===== src/rtl/jarvis_alu_pkg.sv =====
// Jarvis ALU control stage: shared encodings.
// ALU_Op classes, funct/opcode values, control codes, FSM states.
package jarvis_alu_pkg;

  localparam logic [1:0] ALUOP_NONE = 2'd0;
  localparam logic [1:0] ALUOP_R    = 2'd1;
  localparam logic [1:0] ALUOP_I    = 2'd2;
  localparam logic [1:0] ALUOP_RSV  = 2'd3;

  localparam int F_ADD  = 0;
  localparam int F_SUB  = 1;
  localparam int F_MULT = 2;
  localparam int F_DIV  = 3;
  localparam int F_MOD  = 4;
  localparam int F_AND  = 5;
  localparam int F_OR   = 6;
  localparam int F_XOR  = 7;
  localparam int F_NOT  = 8;

  localparam int OPC_MOVE = 'h03;
  localparam int OPC_ADDI = 'h05;
  localparam int OPC_SUBI = 'h06;
  localparam int OPC_SHLI = 'h07;
  localparam int OPC_SHRI = 'h08;
  localparam int OPC_ANDI = 'h0A;
  localparam int OPC_ORI  = 'h0C;
  localparam int OPC_BEQ  = 'h0E;
  localparam int OPC_BNE  = 'h0F;
  localparam int OPC_BLT  = 'h10;
  localparam int OPC_BGT  = 'h11;
  localparam int OPC_BLE  = 'h12;
  localparam int OPC_BGE  = 'h13;
  localparam int OPC_SLT  = 'h14;

  localparam logic [4:0] ALU_ADD  = 5'd0;
  localparam logic [4:0] ALU_SUB  = 5'd1;
  localparam logic [4:0] ALU_MULT = 5'd2;
  localparam logic [4:0] ALU_DIV  = 5'd3;
  localparam logic [4:0] ALU_MOD  = 5'd4;
  localparam logic [4:0] ALU_MOVE = 5'd5;
  localparam logic [4:0] ALU_AND  = 5'd6;
  localparam logic [4:0] ALU_OR   = 5'd7;
  localparam logic [4:0] ALU_XOR  = 5'd8;
  localparam logic [4:0] ALU_NOT  = 5'd9;
  localparam logic [4:0] ALU_SHL  = 5'd10;
  localparam logic [4:0] ALU_SHR  = 5'd11;
  localparam logic [4:0] ALU_BEQ  = 5'd12;
  localparam logic [4:0] ALU_BNE  = 5'd13;
  localparam logic [4:0] ALU_BLT  = 5'd14;
  localparam logic [4:0] ALU_BGT  = 5'd15;
  localparam logic [4:0] ALU_BLE  = 5'd16;
  localparam logic [4:0] ALU_BGE  = 5'd17;
  localparam logic [4:0] ALU_SLT  = 5'd18;

  typedef enum logic [1:0] {
    S_IDLE,
    S_OUT,
    S_MC_WAIT
  } state_e;

endpackage


===== src/rtl/jarvis_alu_decode.sv =====
// Pure combinational decode of ALU_Op/Op_Code/funct.
// Produces control code, illegal flag and multi-cycle flag.
module jarvis_alu_decode
  import jarvis_alu_pkg::*;
#(
  parameter int OP_W    = 5,
  parameter int FUNCT_W = 5,
  parameter int CTRL_W  = 5
) (
  input  logic [1:0]         alu_op_i,
  input  logic [OP_W-1:0]    op_code_i,
  input  logic [FUNCT_W-1:0] funct_i,
  output logic [CTRL_W-1:0]  code_o,
  output logic               illegal_o,
  output logic               multi_o
);

  logic [31:0] opc;
  logic [31:0] fn;
  logic [4:0]  c;
  logic        ill;

  assign opc = 32'(op_code_i);
  assign fn  = 32'(funct_i);

  always_comb begin
    c   = ALU_ADD;
    ill = 1'b0;
    unique case (alu_op_i)
      ALUOP_NONE: c = ALU_ADD;
      ALUOP_R: begin
        case (fn)
          F_ADD:   c = ALU_ADD;
          F_SUB:   c = ALU_SUB;
          F_MULT:  c = ALU_MULT;
          F_DIV:   c = ALU_DIV;
          F_MOD:   c = ALU_MOD;
          F_AND:   c = ALU_AND;
          F_OR:    c = ALU_OR;
          F_XOR:   c = ALU_XOR;
          F_NOT:   c = ALU_NOT;
          default: ill = 1'b1;
        endcase
      end
      ALUOP_I: begin
        case (opc)
          OPC_MOVE: c = ALU_MOVE;
          OPC_ADDI: c = ALU_ADD;
          OPC_SUBI: c = ALU_SUB;
          OPC_SHLI: c = ALU_SHL;
          OPC_SHRI: c = ALU_SHR;
          OPC_ANDI: c = ALU_AND;
          OPC_ORI:  c = ALU_OR;
          OPC_BEQ:  c = ALU_BEQ;
          OPC_BNE:  c = ALU_BNE;
          OPC_BLT:  c = ALU_BLT;
          OPC_BGT:  c = ALU_BGT;
          OPC_BLE:  c = ALU_BLE;
          OPC_BGE:  c = ALU_BGE;
          OPC_SLT:  c = ALU_SLT;
          default:  ill = 1'b1;
        endcase
      end
      ALUOP_RSV: ill = 1'b1;
    endcase
  end

  assign code_o    = ill ? '0 : CTRL_W'(c);
  assign illegal_o = ill;
  assign multi_o   = (alu_op_i == ALUOP_R) && !ill &&
                     (c == ALU_MULT || c == ALU_DIV || c == ALU_MOD);

endmodule


===== src/rtl/jarvis_alu_sequencer.sv =====
// Decode-to-execute ALU control stage with valid/ready on both sides.
// Multi-cycle ops are handed to an iterative unit with timeout/abort.
module jarvis_alu_sequencer
  import jarvis_alu_pkg::*;
#(
  parameter int OP_W    = 5,
  parameter int FUNCT_W = 5,
  parameter int CTRL_W  = 5,
  parameter int TIMEOUT = 64
) (
  input  logic               clock,
  input  logic               reset,
  input  logic               flush,
  input  logic               in_valid,
  output logic               in_ready,
  input  logic [1:0]         ALU_Op,
  input  logic [OP_W-1:0]    Op_Code,
  input  logic [FUNCT_W-1:0] funct,
  output logic               out_valid,
  input  logic               out_ready,
  output logic [CTRL_W-1:0]  ALU_Control,
  output logic               out_illegal,
  output logic               out_timeout,
  output logic               mc_start,
  output logic [CTRL_W-1:0]  mc_op,
  input  logic               mc_done,
  output logic               mc_abort,
  output logic               busy
);

  localparam int CW = $clog2(TIMEOUT);
  localparam logic [CW-1:0] CNT_LAST = CW'(TIMEOUT - 1);

  state_e              state_q, state_d;
  logic [CTRL_W-1:0]   ctrl_q, ctrl_d;
  logic [CTRL_W-1:0]   mc_op_q, mc_op_d;
  logic                ill_q, ill_d;
  logic                to_q, to_d;
  logic                start_q, start_d;
  logic                abort_q, abort_d;
  logic [CW-1:0]       cnt_q, cnt_d;

  logic [CTRL_W-1:0]   dec_code;
  logic                dec_ill;
  logic                dec_multi;
  logic                accept;

  jarvis_alu_decode #(
    .OP_W    (OP_W),
    .FUNCT_W (FUNCT_W),
    .CTRL_W  (CTRL_W)
  ) u_decode (
    .alu_op_i  (ALU_Op),
    .op_code_i (Op_Code),
    .funct_i   (funct),
    .code_o    (dec_code),
    .illegal_o (dec_ill),
    .multi_o   (dec_multi)
  );

  assign in_ready = !flush &&
    (state_q == S_IDLE || (state_q == S_OUT && out_ready));
  assign accept   = in_valid && in_ready;

  always_comb begin
    state_d = state_q;
    ctrl_d  = ctrl_q;
    mc_op_d = mc_op_q;
    ill_d   = ill_q;
    to_d    = to_q;
    cnt_d   = cnt_q;
    start_d = 1'b0;
    abort_d = 1'b0;
    if (flush) begin
      state_d = S_IDLE;
      cnt_d   = '0;
      ctrl_d  = '0;
      ill_d   = 1'b0;
      to_d    = 1'b0;
      abort_d = (state_q == S_MC_WAIT);
    end else begin
      unique case (state_q)
        S_IDLE, S_OUT: begin
          if (accept) begin
            to_d = 1'b0;
            if (dec_multi) begin
              state_d = S_MC_WAIT;
              start_d = 1'b1;
              mc_op_d = dec_code;
              cnt_d   = '0;
              ctrl_d  = '0;
              ill_d   = 1'b0;
            end else begin
              state_d = S_OUT;
              ctrl_d  = dec_code;
              ill_d   = dec_ill;
            end
          end else if (state_q == S_OUT && out_ready) begin
            state_d = S_IDLE;
            ctrl_d  = '0;
            ill_d   = 1'b0;
            to_d    = 1'b0;
          end
        end
        S_MC_WAIT: begin
          cnt_d = cnt_q + 1'b1;
          // done takes precedence over a coincident timeout
          if (mc_done) begin
            state_d = S_OUT;
            ctrl_d  = mc_op_q;
            to_d    = 1'b0;
            cnt_d   = '0;
          end else if (cnt_q == CNT_LAST) begin
            state_d = S_OUT;
            ctrl_d  = mc_op_q;
            to_d    = 1'b1;
            abort_d = 1'b1;
            cnt_d   = '0;
          end
        end
        default: state_d = S_IDLE;
      endcase
    end
  end

  always_ff @(posedge clock) begin
    if (reset) begin
      state_q <= S_IDLE;
      ctrl_q  <= '0;
      mc_op_q <= '0;
      ill_q   <= 1'b0;
      to_q    <= 1'b0;
      start_q <= 1'b0;
      abort_q <= 1'b0;
      cnt_q   <= '0;
    end else begin
      state_q <= state_d;
      ctrl_q  <= ctrl_d;
      mc_op_q <= mc_op_d;
      ill_q   <= ill_d;
      to_q    <= to_d;
      start_q <= start_d;
      abort_q <= abort_d;
      cnt_q   <= cnt_d;
    end
  end

  assign out_valid   = (state_q == S_OUT);
  assign ALU_Control = ctrl_q;
  assign out_illegal = ill_q;
  assign out_timeout = to_q;
  assign mc_start    = start_q;
  assign mc_op       = mc_op_q;
  assign mc_abort    = abort_q;
  assign busy        = (state_q == S_MC_WAIT);

endmodule


===== config.mk =====
export PLATFORM = sky130hd
export DESIGN_NAME = jarvis_alu_sequencer
export DESIGN_NICKNAME = d
export VERILOG_FILES = /design/src/rtl/jarvis_alu_pkg.sv /design/src/rtl/jarvis_alu_decode.sv /design/src/rtl/jarvis_alu_sequencer.sv
export SDC_FILE = /design/constraint.sdc
export NUM_CORES = 1
export LEC_CHECK = 0
export BUFFER_PORTS_ARGS = -buffer_cell sky130_fd_sc_hd__buf_2
export CAP_MARGIN = 20
export CORE_UTILIZATION = 55
export DETAILED_ROUTE_END_ITERATION = 6
export MAX_ROUTING_LAYER = met4
export PLACE_DENSITY = 0.81
export SLEW_MARGIN = 20
export SYNTH_ARGS = -nofsm -noshare
export SYNTH_HDL_FRONTEND = slang
export SYNTH_SLANG_ARGS = --single-unit

===== constraint.sdc =====
create_clock -name clock -period 6.03 [get_ports clock]
set_input_delay 1.206 -clock clock [delete_from_list [all_inputs] [get_ports clock]]
set_output_delay 1.206 -clock clock [all_outputs]
set_load 0.01 [all_outputs]

==> results of run 1 <==
-- tightest hold or removal path, stage by stage, from the launching register on --
cell     delay, ns
dfxtp_1       0.33
o21ai_0       0.07
a21oi_1       0.06
-- synth_stat cells (2+ instances only) --
cell type / n
a21oi_1: 12
nor2b_1: 2
or3_1: 6
a221oi_1: 3
nor3b_1: 4
nand2b_1: 5
dfxtp_1: 22
nand3_1: 9
or2b_2: 2
nor2_1: 14
clkbuf_8: 2
inv_1: 9
or4b_1: 2
nand3b_1: 5
nand2_1: 15
mux2_4: 2
buf_6: 3
o21ai_0: 13
ha_1: 5
a211oi_1: 4
and2b_2: 2
a2111oi_0: 2
a31oi_1: 8
mux2i_1: 2
o32ai_1: 4
nor3_1: 7
or2_2: 2
-- stage by stage --
stage                     setup slack [ns]  total power [mW]  instance area [um^2]  hold WS [ns]  util, %
after detailed placement              2.43             0.201                  1710         0.480     62.4
after global placement                2.51             0.200                  1710         0.465     62.4
after CTS                             2.77             0.282                  1740         0.496     63.7
after global routing                  2.58             0.294                  1740         0.517     63.7
final                                 2.73             0.281                  1740         0.493     63.7
after floorplan                       2.76             0.187                  1580         0.453        -
-- cell usage in the layout (no fill, tap or decap), types with 7 or more instances in the layout --
master and instances:
a21oi_1 12, a31oi_1 8, buf_2 34, dfxtp_1 22, inv_1 9, nand2_1 15, nand3_1 9, nor2_1 14
nor3_1 7, o21ai_0 13
-- cell families (layout without fill, tap and decap cells) --
group / Yosys count / after routing / share of synthesized area [%]
and+or+nand+nor: 88 / 88 / 33.2
muxes: 4 / 4 / 3.16
AOI/OAI and AO/OA: 56 / 56 / 23.7
buffers and inverters: 18 / 47 / 7.59
xor gates and xnor gates: 1 / 1 / 0.553
adders and majority gates: 5 / 5 / 3.95
DFF: 22 / 22 / 27.8
-- power breakdown --
part	switching, mW	internal (mW)
sequential	0.000795	0.147
combinational	0.0307	0.0202
clock	0.0454	0.0369
-- sequential cells by signal, summed over array words and instances, names as in the netlist --
name / flops
ALU_Control: 5
cnt_q: 6
mc_abort: 1
mc_op: 5
mc_start: 1
out_illegal: 1
out_timeout: 1
state_q: 2
-- layout make-up --
type	instances	area [um^2]
clock buffers	4	36.3
fillers	242	992
inverters	9	33.8
multi-input cells	154	1020
flip-flops and latches	22	440
well taps	31	38.8
repair buffers	34	170
-- how the worst max path moves through the flow --
stage,end,from,slack [ns]
global placement,mc_op[0]$_SDFFE_PP0P_,ALU_Op[1],2.51
detailed placement,mc_op[0]$_SDFFE_PP0P_,ALU_Op[1],2.43
CTS,mc_op[0]$_SDFFE_PP0P_,ALU_Op[1],2.77
finish,mc_op[0]$_SDFFE_PP0P_,ALU_Op[1],2.73
global route,mc_op[0]$_SDFFE_PP0P_,ALU_Op[1],2.58
floorplan,mc_op[0]$_SDFFE_PP0P_,ALU_Op[1],2.76
-- metal layers --
layer,global-route usage [%],wire length [um],up-vias
li1,-,-,777
met5,-,0,-
met1,33.8,1660,739
met3,4.19,197,5
met2,38.4,1620,51
met4,7.50,36,0
==> impl_metrics.tcl, run 1 <==
set metrics [dict create \
    clockBufferDepth 2 \
    dp.cells 250 \
    cts_tree "done" \
    tightest_slew_ns 0.590 \
    cts_sinks 22 \
    n_antenna_cell 0 \
    first_global_vias 1370 \
    grt_pass1_wl_um 6060 \
    crit_type "input port to register" \
    synth_edf_count 0 \
    min_to "out_timeout$_SDFFE_PP0P_" \
    vias 1572 \
    die_w_um 55.6 \
    synth_top_cell_by_area "dfxtp_1" \
    reg2reg_to "ALU_Control[1]$_SDFFE_PP0P_" \
    synth_seq_area_share_pct 27.8 \
    grt_usage_pct 24.9 \
    grt-ovfl-total 0 \
    ant_nets 0 \
    vdd_drop_max_mv 0.176 \
    max_cap_viol_count 0 \
    setup_tns_ns 0 \
    cp.depth 10 \
    drt_iter0_drc 64 \
    cp.required_ns 6.24 \
    maxSlewHeadroom_pct 60.5 \
    io_buffer_count 34 \
    synth.cell_area_um2 1580 \
    setup_violations 0 \
    power_density_nw_per_um2 161 \
    row_count 19 \
    worstPathBufferInverterCount 2 \
    drtPass1Iterations 4 \
    min_path_type "register to register" \
    wirelength_um 3510 \
    rsz0062_at_grt "no" \
    cp_top_family "simple AND/OR/NAND/NOR gates" \
    stdcell_count 254 \
    finalHoldViolCount 0 \
    drc 0 \
    slowest_delay_ns 0.40 \
    syn-instance-count 194 \
    crit_chain "buf_2 > inv_1 > ha_1 > or2b_2 > a2111oi_0 > or3_1 > and3_4 > o21a_4 > nor2b_4 > mux2_4" \
    yosysWarnings 0 \
    holdBufCountCts 0 \
    status "finished clean" \
    cts_resized 0 \
    wl_per_cell_um 13.8 \
    synthFlopType "dfxtp_1" \
    drv_slew 0 \
    drive_gt1_share_pct 24.7 \
    rrSetupSlack_ns 3.94 \
    place_congestion 0.837 \
    syn2layout_area_growth_pct 10.0 \
    drt-vias-per-instance 6.19 \
    reg2reg_depth 7 \
    antenna_found_initial 0 \
    cts-buffers-inserted 3 \
    clock-root-buffer "clkbuf_4" \
    fin_skew_ns 0.0114 \
    arrival_ns 3.51 \
    ys_ff_latch 22 \
    worstSetupStartpointType "input port" \
    syn_nets 217 \
    yosysTopAreaCellShare_pct 27.8 \
    coreArea_um2 2730 \
    num_io_pins 35 \
    die_area_um2 3100 \
    clk_pin_slew_worst_paths_ns 0.13 \
    crit_slowest_cell "a2111oi_0" \
    post_cts.repair.setup_buffers 0 \
    total_leakage_power_nw 0.687 \
    fin_crit_sh_pct 54.7 \
    ys_top_cells_by_area "dfxtp_1 (28%), o21ai_0 (4.1%), ha_1 (4.0%), a21oi_1 (3.8%), nand2_1 (3.6%)" \
    synth.avg_cell_area_um2 8.16 \
    grt_max_degree 14 \
    nets 247 \
    yosysUniqueCellTypes 55 \
    clk_latency_ns 0.32 \
    dpl.hpwl_um 2630 \
    async_flop_share_pct 0 \
    hold_start "out_timeout$_SDFFE_PP0P_" \
    die_height_um 55.6 \
    fin_crit_ns 3.30 \
    hold_path_depth 2 \
    r2r_start "cnt_q[0]$_SDFFE_PP0P_" \
    htree_levels 1 \
    critPathCaptureType "register" \
    fmax_mhz 303 \
    start_util_pct 57.9 \
    critical_path.max_fanout 9 \
]
Power figures use the tool's default switching activity.
==> run 2, diff against run 1 <==
- CORE_UTILIZATION: 55 -> 54
- PLACE_DENSITY: 0.81 -> 0.8
- clock period: 6.03 -> 3.18 ns (I/O delays scaled with it)
==> run 2 against run 1 <==
Net effect: clock power grew 91%; clock-buffer cell count unchanged; cell count increased by 0.39%; via count is 1.1% lower; die area grew 1.8%; sequential power grew 89%; sequential share of layout area is 0.11 points lower; worst hold slack got worse by 0.011 ns; global-route usage decreased by 0.71 points; critical endpoint is now mc_op[2]$_SDFFE_PP0P_; largest cell class unchanged.
==> impl_metrics.tcl, run 2 (synthesized netlist as in run 1, its figures left out) <==
set metrics [dict create \
    clk_latency_ns 0.31 \
    drt_iter0_drc 69 \
    nets 248 \
    drv_slew 0 \
    largest_register_ffs 6 \
    htree_levels 1 \
    maxSlewHeadroom_pct 60.9 \
    rsz0062_at_grt "no" \
    grt_max_degree 14 \
    syn2layout_area_growth_pct 10.5 \
    grt_usage_pct 24.2 \
    critPathCaptureType "register" \
    startpoint "ALU_Op[1]" \
    tightest_slew_ns 0.572 \
    grt_pass1_wl_um 6060 \
    wl_per_cell_um 13.8 \
    n_antenna_cell 0 \
    cp.required_ns 3.40 \
    drt-vias-per-instance 6.09 \
    stdcell_count 255 \
    layout_common_cells "buf_2 (34), dfxtp_1 (22), nand2_1 (15), nor2_1 (14), o21ai_0 (13)" \
    hold_path_depth 2 \
    status "finished clean" \
    die_w_um 56.1 \
    clock-root-buffer "clkbuf_4" \
    crit_chain "buf_2 > inv_1 > ha_1 > or2b_2 > a2111oi_0 > or3_1 > and3_4 > o21a_4 > nor2b_4 > mux2_4" \
    final_common_cell "buf_2" \
    wirelength_um 3520 \
    max_cap_viol_count 0 \
    dp.cells 251 \
    placed_cell_area_um2 1710 \
    fill_cells 247 \
    drive_gt1_share_pct 25.0 \
    crit_type "input port to register" \
    slowest_delay_ns 0.47 \
    crit_end "mc_op[2]$_SDFFE_PP0P_" \
    reg2reg_to "ALU_Control[1]$_SDFFE_PP0P_" \
    arrival_ns 2.96 \
    power_density_nw_per_um2 305 \
    io_buffer_count 34 \
    grt-ovfl-total 0 \
    r2r_start "cnt_q[0]$_SDFFE_PP0P_" \
    fin_skew_ns 0.00367 \
    fmax_mhz 364 \
    clk_pin_slew_worst_paths_ns 0.12 \
    setup_tns_ns 0 \
    clockBufferDepth 2 \
    first_global_vias 1344 \
    cts_resized 0 \
    crit_slowest_cell "a2111oi_0" \
    ant_nets 0 \
    finalHoldViolCount 0 \
    fin_crit_sh_pct 86.4 \
    antenna_found_initial 0 \
    design_area_um2 1750 \
    cts_sinks 22 \
    setup_ws_ns 0.433 \
    total_leakage_power_nw 0.692 \
    die_area_um2 3150 \
    fin_crit_ns 2.75 \
    dp_slack_ns 0.142 \
    cp.depth 10 \
    holdBufCountCts 0 \
    critical_path.max_fanout 8 \
    drtPass1Iterations 4 \
    coreArea_um2 2760 \
    post_cts.repair.setup_buffers 0 \
    vdd_drop_max_mv 0.294 \
    start_util_pct 57.4 \
    worstPathBufferInverterCount 2 \
    drc 0 \
    setup_violations 0 \
    rrSetupSlack_ns 1.24 \
    fin_hold_ws_ns 0.482 \
    num_io_pins 35 \
    min_path_type "register to register" \
    vias 1554 \
    worstSetupStartpointType "input port" \
    place_congestion 0.886 \
    cts_tree "done" \
    row_count 19 \
    dpl.hpwl_um 2630 \
    die_height_um 56.1 \
    cp_top_family "simple AND/OR/NAND/NOR gates" \
    reg2reg_depth 7 \
    cts-buffers-inserted 3 \
    top_register "cnt_q" \
]
-- run 2: changes by cell type in the layout (fill, tap and decap cells not counted), sizes merged --
cell / delta
buf: +1
-- run 2: worst min-delay path by stage --
stage / startpoint / end / slack [ns]
2_1_floorplan: cnt_q[1]$_SDFFE_PP0P_ / cnt_q[1]$_SDFFE_PP0P_ / 0.45
3_3_place_gp: out_timeout$_SDFFE_PP0P_ / out_timeout$_SDFFE_PP0P_ / 0.46
3_5_place_dp: out_timeout$_SDFFE_PP0P_ / out_timeout$_SDFFE_PP0P_ / 0.47
4_1_cts: out_timeout$_SDFFE_PP0P_ / out_timeout$_SDFFE_PP0P_ / 0.49
5_1_grt: out_timeout$_SDFFE_PP0P_ / out_timeout$_SDFFE_PP0P_ / 0.50
6_report: out_timeout$_SDFFE_PP0P_ / out_timeout$_SDFFE_PP0P_ / 0.48
-- run 2: final cells by class --
type / count / area [um^2] / area share (%)
Clock buffer: 4 / 36.3 / 2.07
Inverter: 9 / 33.8 / 1.93
Timing Repair Buffer: 35 / 178 / 10.2
Tap cell: 31 / 38.8 / 2.22
Multi-Input combinational cell: 154 / 1020 / 58.4
Sequential cell: 22 / 440 / 25.2
-- run 2: through the flow --
step | total power [mW] | utilization (%)
6_report | 0.533 | 63.4
5_1_grt | 0.558 | 63.4
4_1_cts | 0.535 | 63.4
3_5_place_dp | 0.381 | 62.1
3_3_place_gp | 0.380 | 62.1
2_1_floorplan | 0.354 | -
-- run 2: power breakdown --
part	internal, mW	switching [mW]
Combinational	0.0383	0.0576
Sequential	0.278	0.00147
Clock	0.0700	0.0873
Total	0.387	0.146
-- run 2: worst register-to-register path, cell delays in order, from the launching register on --
cell     delay, ns
dfxtp_1       0.39
ha_1          0.19
and3_1        0.20
nand3_1       0.14
and2_1        0.20
nor2_1        0.44
o21ai_0       0.14
a31oi_1       0.17
-- run 2: layer usage --
metal | wire [um] | global-route usage [%]
met1 | 1780 | 33.6
met3 | 158 | 4.42
met2 | 1560 | 36.6
met5 | 0 | -
met4 | 21 | 5.92
==> run 3, diff against run 2 <==
- GPL_ROUTABILITY_DRIVEN: default -> 0
- clock period: 3.18 -> 2.7 ns (I/O delays scaled with it)
==> run 3 against run 2 <==
Net effect: clock power shrank 5%; cell count grew 3.1%; total power grew 12%; die area is the same; flip-flop and latch count is the same; via count grew 0.58%; cell area grew 3.1%; critical endpoint unchanged; critical path depth is the same.
==> impl_metrics.tcl, run 3 (synthesized netlist as in run 1, its figures left out) <==
set metrics [dict create \
    grt-ovfl-total 0 \
    fin_crit_ns 2.47 \
    io_buffer_count 34 \
    fin_crit_sh_pct 91.6 \
    drc 0 \
    coreArea_um2 2760 \
    n_antenna_cell 0 \
    antenna_found_initial 0 \
    die_area_um2 3150 \
    drt-vias-per-instance 5.94 \
    drtPass1Iterations 4 \
    arrival_ns 2.68 \
    nets 257 \
    syn2layout_area_growth_pct 13.9 \
    layout_common_cells "buf_2 (34), dfxtp_1 (22), nand2_1 (15), nor2_1 (14), o21ai_0 (13)" \
    ant_nets 0 \
    wirelength_um 3590 \
    maxSlewHeadroom_pct 59.6 \
    p_clk_share_pct 24.9 \
    htree_levels 1 \
    fin_skew_ns 0.00954 \
    status "finished clean" \
    max_cap_viol_count 0 \
    clock-root-buffer "clkbuf_4" \
    cts_tree "done" \
    grt_pass1_wl_um 6150 \
    finalHoldViolCount 0 \
    drt_iter0_drc 64 \
    setup_tns_ns 0 \
    wl_per_cell_um 13.7 \
    top_register "cnt_q" \
    utilization_pct 65.4 \
    worstSetupStartpointType "input port" \
    largest_register_ffs 6 \
    grt_usage_pct 25.6 \
    tightest_slew_ns 0.606 \
    comb_power_share_pct 20.1 \
    drv_slew 0 \
    fmax_mhz 404 \
    dpl.hpwl_um 2710 \
    power_density_nw_per_um2 332 \
    total_leakage_power_nw 0.730 \
    fin_hold_ws_ns 0.484 \
    min_path_type "register to register" \
    start_util_pct 57.4 \
    row_count 19 \
    critPathCaptureType "register" \
    swShare_pct 28.0 \
    cts_sinks 22 \
    crit_type "input port to register" \
    cts_resized 0 \
    cp.required_ns 2.91 \
    final_common_cell "buf_2" \
    p_switching_mw 0.168 \
    clockBufferDepth 2 \
    grt_max_degree 14 \
    pwr-share-seq_pct 55.0 \
    rsz0062_at_grt "no" \
    die_w_um 56.1 \
    clk_latency_ns 0.31 \
    first_global_vias 1357 \
    cts-buffers-inserted 3 \
    setup_violations 0 \
    die_height_um 56.1 \
    critical_path.max_fanout 7 \
    holdBufCountCts 0 \
    vias 1563 \
    num_io_pins 35 \
    vdd_drop_max_mv 0.393 \
    clk_pin_slew_worst_paths_ns 0.12 \
    drive_gt1_share_pct 27.6 \
    p_int_mw 0.431 \
    post_cts.repair.setup_buffers 0 \
    power.total_mw 0.599 \
]
-- run 3: power groups by stage --
stage                     Clock [mW]  Sequential [mW]  Combinational (mW)
after CTS                      0.154            0.330               0.120
after detailed placement           0            0.337               0.120
final                          0.149            0.330               0.120
after global routing           0.165            0.330               0.135
after floorplan                    0            0.338              0.0784
after global placement             0            0.337               0.118
-- run 3: layer usage --
layer	GRT usage (%)	up-vias	share of wire, %
li1	-	801	-
met1	37.1	712	48
met2	36.9	45	45
met3	4.19	5	5.8
met4	6.97	0	0.86
met5	-	-	0
-- run 3: worst paths after layout --
| check | to | slack [ns] | cells after the start | startpoint |
|---|---|---|---|---|
| max | mc_op[2]$_SDFFE_PP0P_ | 0.23 | 10 | ALU_Op[1] |
| min | out_timeout$_SDFFE_PP0P_ | 0.48 | 2 | out_timeout$_SDFFE_PP0P_ |
| max reg2reg | ALU_Control[1]$_SDFFE_PP0P_ | 0.77 | 7 | cnt_q[0]$_SDFFE_PP0P_ |
| min reg2reg | out_timeout$_SDFFE_PP0P_ | 0.48 | 2 | out_timeout$_SDFFE_PP0P_ |
-- run 3: final cells by class --
type	count	area (um^2)
Inverter	9	33.8
Multi-Input combinational cell	154	1020
Clock buffer	3	22.5
Timing Repair Buffer	44	245
Fill cell	269	955
Sequential cell	22	440
Tap cell	31	38.8
-- run 3: critical path, stage by stage --
cell and delay, ns:
buf_2 0.12, inv_1 0.07, ha_1 0.15, or2b_2 0.32, a2111oi_0 0.41, or3_1 0.21
and3_4 0.19, o21a_4 0.16, nor2b_4 0.20, mux2_4 0.31
-- run 3: through the flow --
step,cells,setup WS (ns),cell area [um^2]
after CTS,263,0.242,1800
after floorplan,194,0.0977,1580
after global placement,260,-0.0221,1780
after detailed placement,260,-0.0856,1780
final,263,0.228,1800
after global routing,263,0.0513,1800
